===== config.mk =====
export PLATFORM = sky130hd
export DESIGN_NAME = freq_div_prog
export DESIGN_NICKNAME = d
export VERILOG_FILES = /design/src/rtl/freq_div_prog.sv
export SDC_FILE = /design/constraint.sdc
export NUM_CORES = 1
export LEC_CHECK = 0
export ABC_AREA = 1
export BUFFER_PORTS_ARGS = -buffer_cell sky130_fd_sc_hd__buf_2
export CORE_UTILIZATION = 52
export DETAILED_ROUTE_END_ITERATION = 8
export GPL_ROUTABILITY_DRIVEN = 0
export PLACE_DENSITY = 0.7
export SLEW_MARGIN = 20
export SYNTH_ARGS = -nofsm -noshare
export SYNTH_HDL_FRONTEND = slang
export SYNTH_SLANG_ARGS = --single-unit

===== constraint.sdc =====
create_clock -name iClk -period 6.25 [get_ports iClk]
set_input_delay 0.9375 -clock iClk [delete_from_list [all_inputs] [get_ports iClk]]
set_output_delay 0.9375 -clock iClk [all_outputs]
set_load 0.01 [all_outputs]

===== src/rtl/freq_div_prog.sv =====
// Programmable clock divider with glitch-free divisor updates.
// oClk toggles every div_act iClk cycles; new divisors take effect only at half-period boundaries.
module freq_div_prog #(
  parameter int CNT_W     = 24,
  parameter int DIV_INIT  = 25,
  parameter bit RST_LEVEL = 1'b1
) (
  input  logic             iClk,
  input  logic             iReset_n,
  input  logic             iEn,
  input  logic [CNT_W-1:0] iDiv,
  input  logic             iLoad,
  output logic             oClk,
  output logic             oTick,
  output logic             oPending,
  output logic             oRun
);

  typedef enum logic {HOLD, RUN} mode_e;

  mode_e            mode;
  logic [CNT_W-1:0] count, count_nxt;
  logic [CNT_W-1:0] div_act, div_act_nxt;
  logic [CNT_W-1:0] div_pend, div_pend_nxt;
  logic             pending, pending_nxt;
  logic             clk_nxt, tick_nxt, run_nxt, boundary;

  always_comb begin
    mode         = (iEn && (div_act != '0)) ? RUN : HOLD;
    boundary     = (mode == RUN) && (count == div_act - CNT_W'(1));
    count_nxt    = count;
    div_act_nxt  = div_act;
    div_pend_nxt = div_pend;
    pending_nxt  = pending;
    clk_nxt      = oClk;
    tick_nxt     = 1'b0;
    case (mode)
      RUN: begin
        if (boundary) begin
          count_nxt = '0;
          clk_nxt   = ~oClk;
          tick_nxt  = ~oClk;
          // divisor swap rides on the toggle so no phase is ever truncated
          if (pending) begin
            div_act_nxt = div_pend;
            pending_nxt = 1'b0;
          end
        end else begin
          count_nxt = count + CNT_W'(1);
        end
      end
      HOLD: begin
        if (pending) begin
          div_act_nxt = div_pend;
          pending_nxt = 1'b0;
          count_nxt   = '0;
        end
      end
      default: ;
    endcase
    // a load on an applying edge queues the new value behind the one just applied
    if (iLoad) begin
      div_pend_nxt = iDiv;
      pending_nxt  = 1'b1;
    end
    run_nxt = iEn && (div_act_nxt != '0);
  end

  always_ff @(posedge iClk or negedge iReset_n) begin
    if (!iReset_n) begin
      count    <= '0;
      div_act  <= CNT_W'(DIV_INIT);
      div_pend <= '0;
      pending  <= 1'b0;
      oClk     <= RST_LEVEL;
      oTick    <= 1'b0;
      oRun     <= 1'b0;
    end else begin
      count    <= count_nxt;
      div_act  <= div_act_nxt;
      div_pend <= div_pend_nxt;
      pending  <= pending_nxt;
      oClk     <= clk_nxt;
      oTick    <= tick_nxt;
      oRun     <= run_nxt;
    end
  end

  assign oPending = pending;

endmodule

==> results of run 1 <==
-- stage by stage --
step / setup slack, ps / power, mW / hold WS [ps] / util
floorplan: 3770 / 0.798 / 442 / -
global placement: 3040 / 0.873 / 456 / 0.564
detailed placement: 2960 / 0.877 / 460 / 0.564
CTS: 2940 / 1.23 / 481 / 0.585
global route: 2550 / 1.30 / 501 / 0.585
finish: 2890 / 1.23 / 476 / 0.585
-- worst min-delay path, delay by kind of cell, from the launching register on --
| kind | cells | cell delay [ps] |
|---|---|---|
| flip-flops | 1 | 350 |
| AND/OR/NAND/NOR | 2 | 110 |
-- power breakdown --
part	switching, mW	internal, mW	total [mW]
combinational	0.183	0.0985	0.281
clock	0.197	0.158	0.355
sequential	0.0542	0.538	0.592
total	0.434	0.794	1.23
-- layer usage --
layer	track usage	wire, um
met4	0.0874	190
met1	0.355	5370
met5	0	0
met2	0.397	5040
met3	0.0353	637
-- cell families (layout without fill, tap and decap cells) --
group,count (synthesis),after routing,synth area share
xor+xnor,29,29,0.0534
buf+inv,93,125,0.0802
fa+ha+maj,3,3,0.00789
flops,76,76,0.401
compound gates,48,48,0.0510
simple gates,449,449,0.407
-- flip-flops by register name, indices dropped and copies added, names as in the netlist --
register,count
oPending,1
div_act,24
div_pend,24
oClk,1
oTick,1
oRun,1
count,24
-- cells in the mapped netlist --
library cell	number
xnor2_1	8
nand3b_1	10
nor4_1	5
inv_1	74
clkinv_1	1
nand3_2	1
nor2_1	89
nand3_1	40
clkbuf_1	8
and3_1	1
nand2_1	259
nor2_2	6
nor3_2	1
nor3_1	9
o21ai_0	16
xor2_1	21
inv_2	2
o21a_1	1
buf_6	4
nand2_4	1
dfrtp_1	72
buf_1	2
nor4_4	1
o21ai_1	5
a21oi_1	26
nand2_2	8
nor3b_1	1
nor2_4	4
ha_1	3
dfstp_2	4
nand4_1	13
buf_2	2
-- path summary, 6_finish.rpt --
check	endpoint	slack [ps]	depth (start not counted)
max	oRun	2890	21
min	div_pend[12]	480	2
max reg2reg	oRun	2890	21
min reg2reg	div_pend[12]	480	2
max in group asynchronous	div_act[6]	4930	1
min in group asynchronous	count[23]	710	1
-- cell type report --
type	instances	area, sq um	area share
Clock inverter	6	45.0	0.00874
Inverter	77	289	0.0561
Tap cell	108	135	0.0262
Sequential cell	76	1910	0.370
Clock buffer	10	138	0.0267
Timing Repair Buffer	32	165	0.0321
Multi-Input combinational cell	529	2470	0.480
==> reports/results.tsv, run 1 <==
metric	value	unit
Crit Reg-Reg Startpoint	div_act[0]	
Vias/cell	5.17	
Diodes inserted	0	
Seq cells post-synth	76	
Crit path max-delay family	simple AND/OR/NAND/NOR gates	
Pre-Repair DR Iteration Count	5	
Post-Route WL	11.2	mm
design area	0.00515	sq mm
I/O Pins	32	
most used cell, CP	nand2_1	
most common cell after layout, fill and taps aside	nand2_1	
dpl cells	822	
grt total ovfl	0	
max-cap violations	0	
relative slew slack	0.378	
area leader, netlist	dfrtp_1	
Worst Hold Class	flip-flop to flip-flop	
first-pass GRT wire length	19.1	mm
clock skew	10.9	ps
CTS Hold Buffers Added	0	
Final period util	0.537	
hpwl dp	8.41	mm
# nets final	756	
Slew @ Worst Pin	933	ps
worst skew pair latency	360	ps
Post-CTS Setup Bufs	0	
post-route ant nets	0	
post-synth top area share	0.378	
core area	0.00881	sq mm
H-tree depth	3	
Pwr per Cell Area	238	mW/mm^2
area grow syn2layout	8.20	%
count of cell types in the netlist	32	
clk slew on worst S/H paths	90	ps
Synth area leaders	dfrtp_1, nand2_1, nor2_1, inv_1, nand3_1	
Post-Syn Nets	729	
Worst setup EP type	flip-flop	
Remaining DRCs	0	
hold_sp	div_pend[12]	
CTS Buf Count	9	
CTS tree	yes	
initial antenna violation count	0	
Post-Synthesis Cells	698	
chip height	97.7	um
Avg Cell Area, Syn	6.82	sq um
largest net degree at the start of global routing	77	
Avg WL per Cell	13.4	um
minimum clock period	3360	ps
unrepaired setup endpoints after global routing	no	
VDD IR max	0.000120	V
Seq/Total Area, Yosys	0.401	
post_cts resized	0	
fmax	298	MHz
Crit Path Class	flip-flop to flip-flop	
chip width	97.7	um
worst path cell trace	inv_1 -> ha_1 -> inv_1 -> nand2_1 -> nand2_1 -> nor2_1 -> nand3_1 -> nor2_1 -> nand2_1 -> nor2_1 -> nand2_1 -> nor2_1 -> nand3_2 -> nand2_4 -> nand2_1 -> o21ai_1 -> nand2_1 -> nor2_1 -> nand2_1 -> nor2_1 -> a21oi_1	
ratio of cells with drive above 1 in the final layout	0.104	
Final Hold Fails	0	
Total GRT Usage	0.252	
root buffer cell	clkbuf_8	
WP buf/inv	2	
PortBufs	31	
vias	4335	
vias in the first global route	4048	
Worst path slowest cell	dfstp_2	
initial core utilization	0.541	
FILL cells	851	
final non-filler cell total	838	
P_leak	2.69	nW
startpoint types	flip-flop	
DRT iter0 DRCs	307	
clk sink count	76	
site row count	34	
CP arrival	3610	ps
placed inst area	0.00497	sq mm
final max-slew violation count	0	
clk buf depth	2	
YS warnings	0	
final setup violating endpoints	0	
worst path required time	6500	ps
CP max FO	32	
Sum Neg Setup Slack	0	ps
CP startpoint	div_act[0]	
most frequent cells in the layout	nand2_1, nor2_1, inv_1	
area of the die	0.00954	sq mm
Cell Area, Synth	0.00476	sq mm
status	completed	
CP peak stage delay	550	ps
(Power assumes the default switching activity.)
==> run 2, diff against run 1 <==
--- a/config.mk
+++ b/config.mk
@@ -5,12 +5,12 @@
 export SDC_FILE = /design/constraint.sdc
 export NUM_CORES = 1
 export LEC_CHECK = 0
-export ABC_AREA = 1
+export ABC_AREA = 0
 export BUFFER_PORTS_ARGS = -buffer_cell sky130_fd_sc_hd__buf_2
 export CORE_UTILIZATION = 52
 export DETAILED_ROUTE_END_ITERATION = 8
 export GPL_ROUTABILITY_DRIVEN = 0
-export PLACE_DENSITY = 0.7
+export PLACE_DENSITY = 0.73
 export SLEW_MARGIN = 20
 export SYNTH_ARGS = -nofsm -noshare
 export SYNTH_HDL_FRONTEND = slang
==> constraint.sdc (replaced) <==
create_clock -name iClk -period 2.83 [get_ports iClk]
set_input_delay 0.4245 -clock iClk [delete_from_list [all_inputs] [get_ports iClk]]
set_output_delay 0.4245 -clock iClk [all_outputs]
set_load 0.01 [all_outputs]
==> run 2 against run 1 <==
The run now ends with setup timing left. Total power grew 150%. Design area increased by 4.2%. Core utilization grew 11 points. Fmax is 4.0% higher. Synthesized area down 13%. Combinational power rose to 2.9 times the previous value. Synthesized cell count shrank 45%. Cell count shrank 30%. Largest cell class unchanged.
==> reports/results.tsv, run 2 <==
metric	value	unit	change
Post-Synthesis Cells	387		-45%
unrepaired setup endpoints after global routing	yes		
stages on the worst setup path	11		-48%
post-layout worst setup margin	-399	ps	-3290 ps
Worst Hold Class	primary input to async pin		
Pwr per Cell Area	561	mW/mm^2	+140%
CTS tree	yes		
P_leak	2.30	nW	-14%
Avg Cell Area, Syn	10.7	sq um	+56%
Power Total	3.01	mW	+150%
VDD IR max	0.000414	V	+240%
area grow syn2layout	30.0	%	
Remaining DRCs	0		unchanged
fmax	310	MHz	+4.0%
post-synth top area share	0.436		+0.0580
Cell Area, Synth	0.00413	sq mm	-13%
Post-Route WL	10.6	mm	-6.1%
Pre-Repair DR Iteration Count	4		-1
CTS Buf Count	9		unchanged
Seq/Total Area, Yosys	0.462		+0.0614
worst path required time	3070	ps	-3430 ps
Avg WL per Cell	17.9	um	+34%
max-cap violations	0		unchanged
clk sink count	76		unchanged
failing checks	setup timing		
area leader, netlist	dfrtp_1		
Final period util	1.14		+0.603
Largest regs	count x24, div_act x24, div_pend x24		
most frequent cells in the layout	dfrtp_1, buf_4, mux2_2		
ys async rst share	1.00		unchanged
most common cell after layout, fill and taps aside	dfrtp_1		
grt total ovfl	0		unchanged
core area	0.00769	sq mm	-13%
design area	0.00537	sq mm	+4.2%
Worst setup EP type	flip-flop		
I/O Pins	32		unchanged
count of cell types in the netlist	56		+75%
CP peak stage delay	570	ps	+20 ps
Slew @ Worst Pin	952	ps	+18.6 ps
root buffer cell	clkbuf_8		
top post-synthesis cells by count	dfrtp_1, mux2_2, nor2_1		
DRT iter0 DRCs	243		-21%
vias	3418		-21%
Final Hold Fails	0		unchanged
# nets final	513		-32%
clock skew	13.5	ps	+2.58 ps
Seq cells post-synth	76		unchanged
Post-synth EDFFs	0		unchanged
placed inst area	0.00483	sq mm	-2.8%
chip width	91.1	um	-6.7%
YS warnings	0		unchanged
Synth area leaders	dfrtp_1, mux2_2, xnor2_1, xor2_1, nor2_1		
Worst path slowest cell	or4_4		
largest net degree at the start of global routing	77		unchanged
Diodes inserted	0		unchanged
most used cell, CP	or4_4		
CP max FO	6		-81%
first-pass GRT wire length	17.0	mm	-11%
Total GRT Usage	0.265		+0.0132
clk buf depth	2		unchanged
count leader, synth	dfrtp_1		
initial core utilization	0.537		-0.00369
H-tree depth	3		unchanged
final max-slew violation count	0		unchanged
Crit Path Class	flip-flop to flip-flop		
vias in the first global route	3383		-16%
site row count	32		-5.9%
CP arrival	3470	ps	-140 ps
initial antenna violation count	0		unchanged
worst path cell trace	or4_4 -> or4_4 -> mux2i_1 -> a22oi_1 -> nand4_1 -> nor4_2 -> buf_4 -> o21ai_4 -> buf_6 -> buf_16 -> mux2_4		
Sum Neg Setup Slack	-18050	ps	-18050 ps
worst skew pair latency	350	ps	about the same
relative slew slack	0.366		-0.0124
WP buf/inv	3		+1
minimum clock period	3230	ps	-130 ps
Vias/cell	5.80		+12%
Post-Syn Nets	418		-43%
hpwl dp	7.11	mm	-15%
Crit path max-delay family	simple AND/OR/NAND/NOR gates		
chip height	91.1	um	-6.7%
Synth Flop Type	dfrtp_1		
final setup violating endpoints	52		+52
status	finished with violations		
ratio of cells with drive above 1 in the final layout	0.425		+0.321
DP Worst Slack	-405	ps	-3360 ps
post-route ant nets	0		unchanged
area of the die	0.00830	sq mm	-13%
PortBufs	31		unchanged
startpoint types	flip-flop		
clk slew on worst S/H paths	80	ps	about the same
worst reg2reg path depth	11		-48%
run 2: kinds of logic after synthesis:
| family | Yosys count | share of synthesized area |
|---|---|---|
| compound gates | 38 | 0.0670 |
| xor+xnor | 49 | 0.107 |
| fa+ha+maj | 3 | 0.00909 |
| buf+inv | 26 | 0.0273 |
| flops | 76 | 0.462 |
| mux | 49 | 0.133 |
| simple gates | 146 | 0.195 |
run 2: routing by layer:
metal / up-vias / track usage / part of all wire
met5: - / 0 / 0
met4: 0 / 0.123 / 0.047
met3: 45 / 0.0595 / 0.040
met2: 101 / 0.431 / 0.49
met1: 1677 / 0.338 / 0.43
li1: 1595 / - / -
run 2: layout make-up:
class	count	area (sq um)
Fill cell	546	2320
Multi-Input combinational cell	285	2320
Sequential cell	76	1910
Timing Repair Buffer	103	782
Clock buffer	10	138
Tap cell	102	128
Clock inverter	6	70.1
Inverter	7	26.3
run 2: final timing paths:
| path | from | endpoint | slack (ps) |
|---|---|---|---|
| max | div_act[8] | div_act[15] | -400 |
| min | iReset_n | count[16] | 170 |
| max reg2reg | div_act[8] | div_act[15] | -400 |
| min reg2reg | oClk | oClk | 510 |
| max in group asynchronous | iReset_n | div_act[12] | 1990 |
| min in group iClk | iDiv[23] | div_pend[23] | 270 |
run 2: stage by stage:
step	instances	hold WS, ps	util
detailed placement	559	484	0.628
floorplan	387	129	-
finish	589	169	0.698
global placement	559	485	0.628
global route	589	286	0.698
CTS	586	245	0.686
run 2: what timing repair did:
| action | 4_1_cts | 5_1_grt |
|---|---|---|
| setup endpoints to repair | 52 | 52 |
| hold buffers | 0 | 0 |
| cloned | 2 | 0 |
| buffers inserted | 9 | 3 |
| pin swaps | 5 | 3 |
| hold endpoints to repair | 0 | 0 |
| gates resized for setup | 28 | 12 |
run 2: where the power goes:
| group | total [mW] | internal (mW) | switching (mW) |
|---|---|---|---|
| clock | 0.863 | 0.437 | 0.426 |
| sequential | 1.32 | 1.20 | 0.115 |
| combinational | 0.828 | 0.453 | 0.375 |
==> run 3, diff against run 2 <==
--- a/config.mk
+++ b/config.mk
@@ -11,7 +11,7 @@
 export DETAILED_ROUTE_END_ITERATION = 8
 export GPL_ROUTABILITY_DRIVEN = 0
 export PLACE_DENSITY = 0.73
-export SLEW_MARGIN = 20
+export SETUP_SLACK_MARGIN = 0.2
 export SYNTH_ARGS = -nofsm -noshare
 export SYNTH_HDL_FRONTEND = slang
 export SYNTH_SLANG_ARGS = --single-unit
==> run 3 against run 2 <==
The flow still finishes with violations (setup timing). Sequential power about the same. Setup slack better by 72 ps. Fmax up 2.3%. Die area is the same. Design area fell by 1.7%. Critical path type unchanged.
==> reports/results.tsv, run 3 (synthesis gave the netlist of run 2 again) <==
metric	value	unit	change
status	finished with violations		
failing checks	setup timing		
DP Worst Slack	-412	ps	-6.63 ps
minimum clock period	3160	ps	-72.0 ps
Remaining DRCs	0		unchanged
fmax	317	MHz	+2.3%
root buffer cell	clkbuf_8		
area taken by flip-flops and latches	0.00191	sq mm	unchanged
Fin Hold WS	207	ps	+38.0 ps
Vias/cell	5.78		-0.47%
footprint of the multi-input gates	0.00231	sq mm	-0.38%
Largest regs	count x24, div_act x24, div_pend x24		
final non-filler cell total	584		-0.85%
vias in the first global route	3226		-4.6%
Slew @ Worst Pin	933	ps	-18.9 ps
VDD IR max	0.000385	V	-7.2%
site row count	32		unchanged
P_leak	2.27	nW	-1.3%
area of the die	0.00830	sq mm	unchanged
initial core utilization	0.537		unchanged
CP max FO	25		+19
max-cap violations	0		unchanged
worst skew pair latency	350	ps	about the same
clk buf depth	2		unchanged
WP buf/inv	2		-1
relative slew slack	0.378		+0.0126
vias	3373		-1.3%
area grow syn2layout	27.9	%	
PortBufs	31		unchanged
post-layout util	0.687		-0.0117
clk sink count	76		unchanged
clock skew	12.2	ps	-1.30 ps
startpoint types	flip-flop		
chip height	91.1	um	unchanged
dpl cells	560		+0.18%
Crit Reg-Reg Startpoint	div_act[5]		
Avg WL per Cell	16.5	um	-7.9%
CP peak stage delay	570	ps	about the same
worst path cell trace	or4_4 -> or4_4 -> mux2i_1 -> a22oi_1 -> nand4_1 -> buf_4 -> nor4_4 -> o21ai_2 -> buf_12 -> mux2_4		
post-layout worst setup margin	-327	ps	+72.0 ps
unrepaired setup endpoints after global routing	yes		
Diodes inserted	0		unchanged
DRT iter0 DRCs	266		+9.5%
Total GRT Usage	0.246		-0.0187
CTS Hold Buffers Added	0		unchanged
Post-Route WL	9.65	mm	-8.6%
chip width	91.1	um	unchanged
grt total ovfl	0		unchanged
Sum Neg Setup Slack	-14440	ps	+3610 ps
most used cell, CP	or4_4		
CTS tree	yes		
FILL cells	597		+9.3%
initial antenna violation count	0		unchanged
first-pass GRT wire length	15.9	mm	-6.4%
clk slew on worst S/H paths	80	ps	about the same
H-tree depth	3		unchanged
Pwr per Cell Area	563	mW/mm^2	+0.44%
Worst setup EP type	flip-flop		
# nets final	508		-0.97%
CP arrival	3390	ps	-80 ps
final max-slew violation count	0		unchanged
Final period util	1.12		-0.0254
Worst path slowest cell	or4_4		
Pre-Repair DR Iteration Count	5		+1
Crit path max-delay family	simple AND/OR/NAND/NOR gates		
most frequent cells in the layout	dfrtp_1, buf_4, mux2_2		
CTS Buf Count	9		unchanged
ratio of cells with drive above 1 in the final layout	0.415		-0.0101
CP startpoint	div_act[5]		
core area	0.00769	sq mm	unchanged
hpwl dp	6.92	mm	-2.7%
Worst Hold Class	primary input to async pin		
final setup violating endpoints	52		unchanged
I/O Pins	32		unchanged
post-route ant nets	0		unchanged
Crit Path Class	flip-flop to flip-flop		
largest net degree at the start of global routing	77		unchanged
worst path required time	3070	ps	about the same
most common cell after layout, fill and taps aside	dfrtp_1		
Final Hold Fails	0		unchanged
[run 3: cell types whose count changed in the layout (fill, tap and decap cells not counted), moves of 2 or more]
cell / delta
buf_16: -2
buf_4: -2
nor4_2: -2
nor2_2: -2
[run 3: power by group]
part	switching, mW	internal (mW)	total [mW]
sequential	0.104	1.20	1.31
combinational	0.369	0.443	0.812
clock	0.416	0.437	0.853
total	0.889	2.08	2.97
[run 3: per-layer routing]
| metal | track usage | part of all wire |
|---|---|---|
| met3 | 0.0352 | 0.043 |
| met5 | 0 | 0 |
| met4 | 0.118 | 0.032 |
| met2 | 0.393 | 0.47 |
| met1 | 0.332 | 0.45 |
[run 3: final timing paths]
kind / end / slack, ps / depth (start not counted)
min in group iClk: div_pend[23] / 280 / 3
hold / removal: count[18] / 210 / 1
hold reg to reg: div_act[14] / 530 / 1
setup reg to reg: div_act[17] / -330 / 10
max in group asynchronous: div_pend[5] / 2010 / 1
setup / recovery: div_act[17] / -330 / 10
[run 3: worst reg2reg max path, stage by stage, from the launching register on]
cell	delay, ps
dfrtp_1	410
or4_4	530
or4_4	570
mux2i_1	140
a22oi_1	200
nand4_1	170
buf_4	180
nor4_4	210
o21ai_2	130
buf_12	180
mux2_4	330
[run 3: timing repair]
item                                    CTS  global route
pin swaps                                 5             7
endpoints found under the setup margin   52            52
gates resized for setup                  21            14
setup buffers                             5             3
cloned                                    0             0
[run 3: per-stage QoR]
step	total power [mW]	instance area, sq um
after global routing	3.10	5280
after global placement	2.02	4840
after detailed placement	2.05	4840
after floorplan	1.74	4200
after CTS	2.95	5180
final	2.97	5280
[run 3: final cells by class]
class	count	share of cell area
multi-input cells	285	0.437
flip-flops and latches	76	0.361
repair buffers	98	0.133
clock buffers	10	0.0261
well taps	102	0.0242
clock inverters	6	0.0133
inverters	7	0.00498
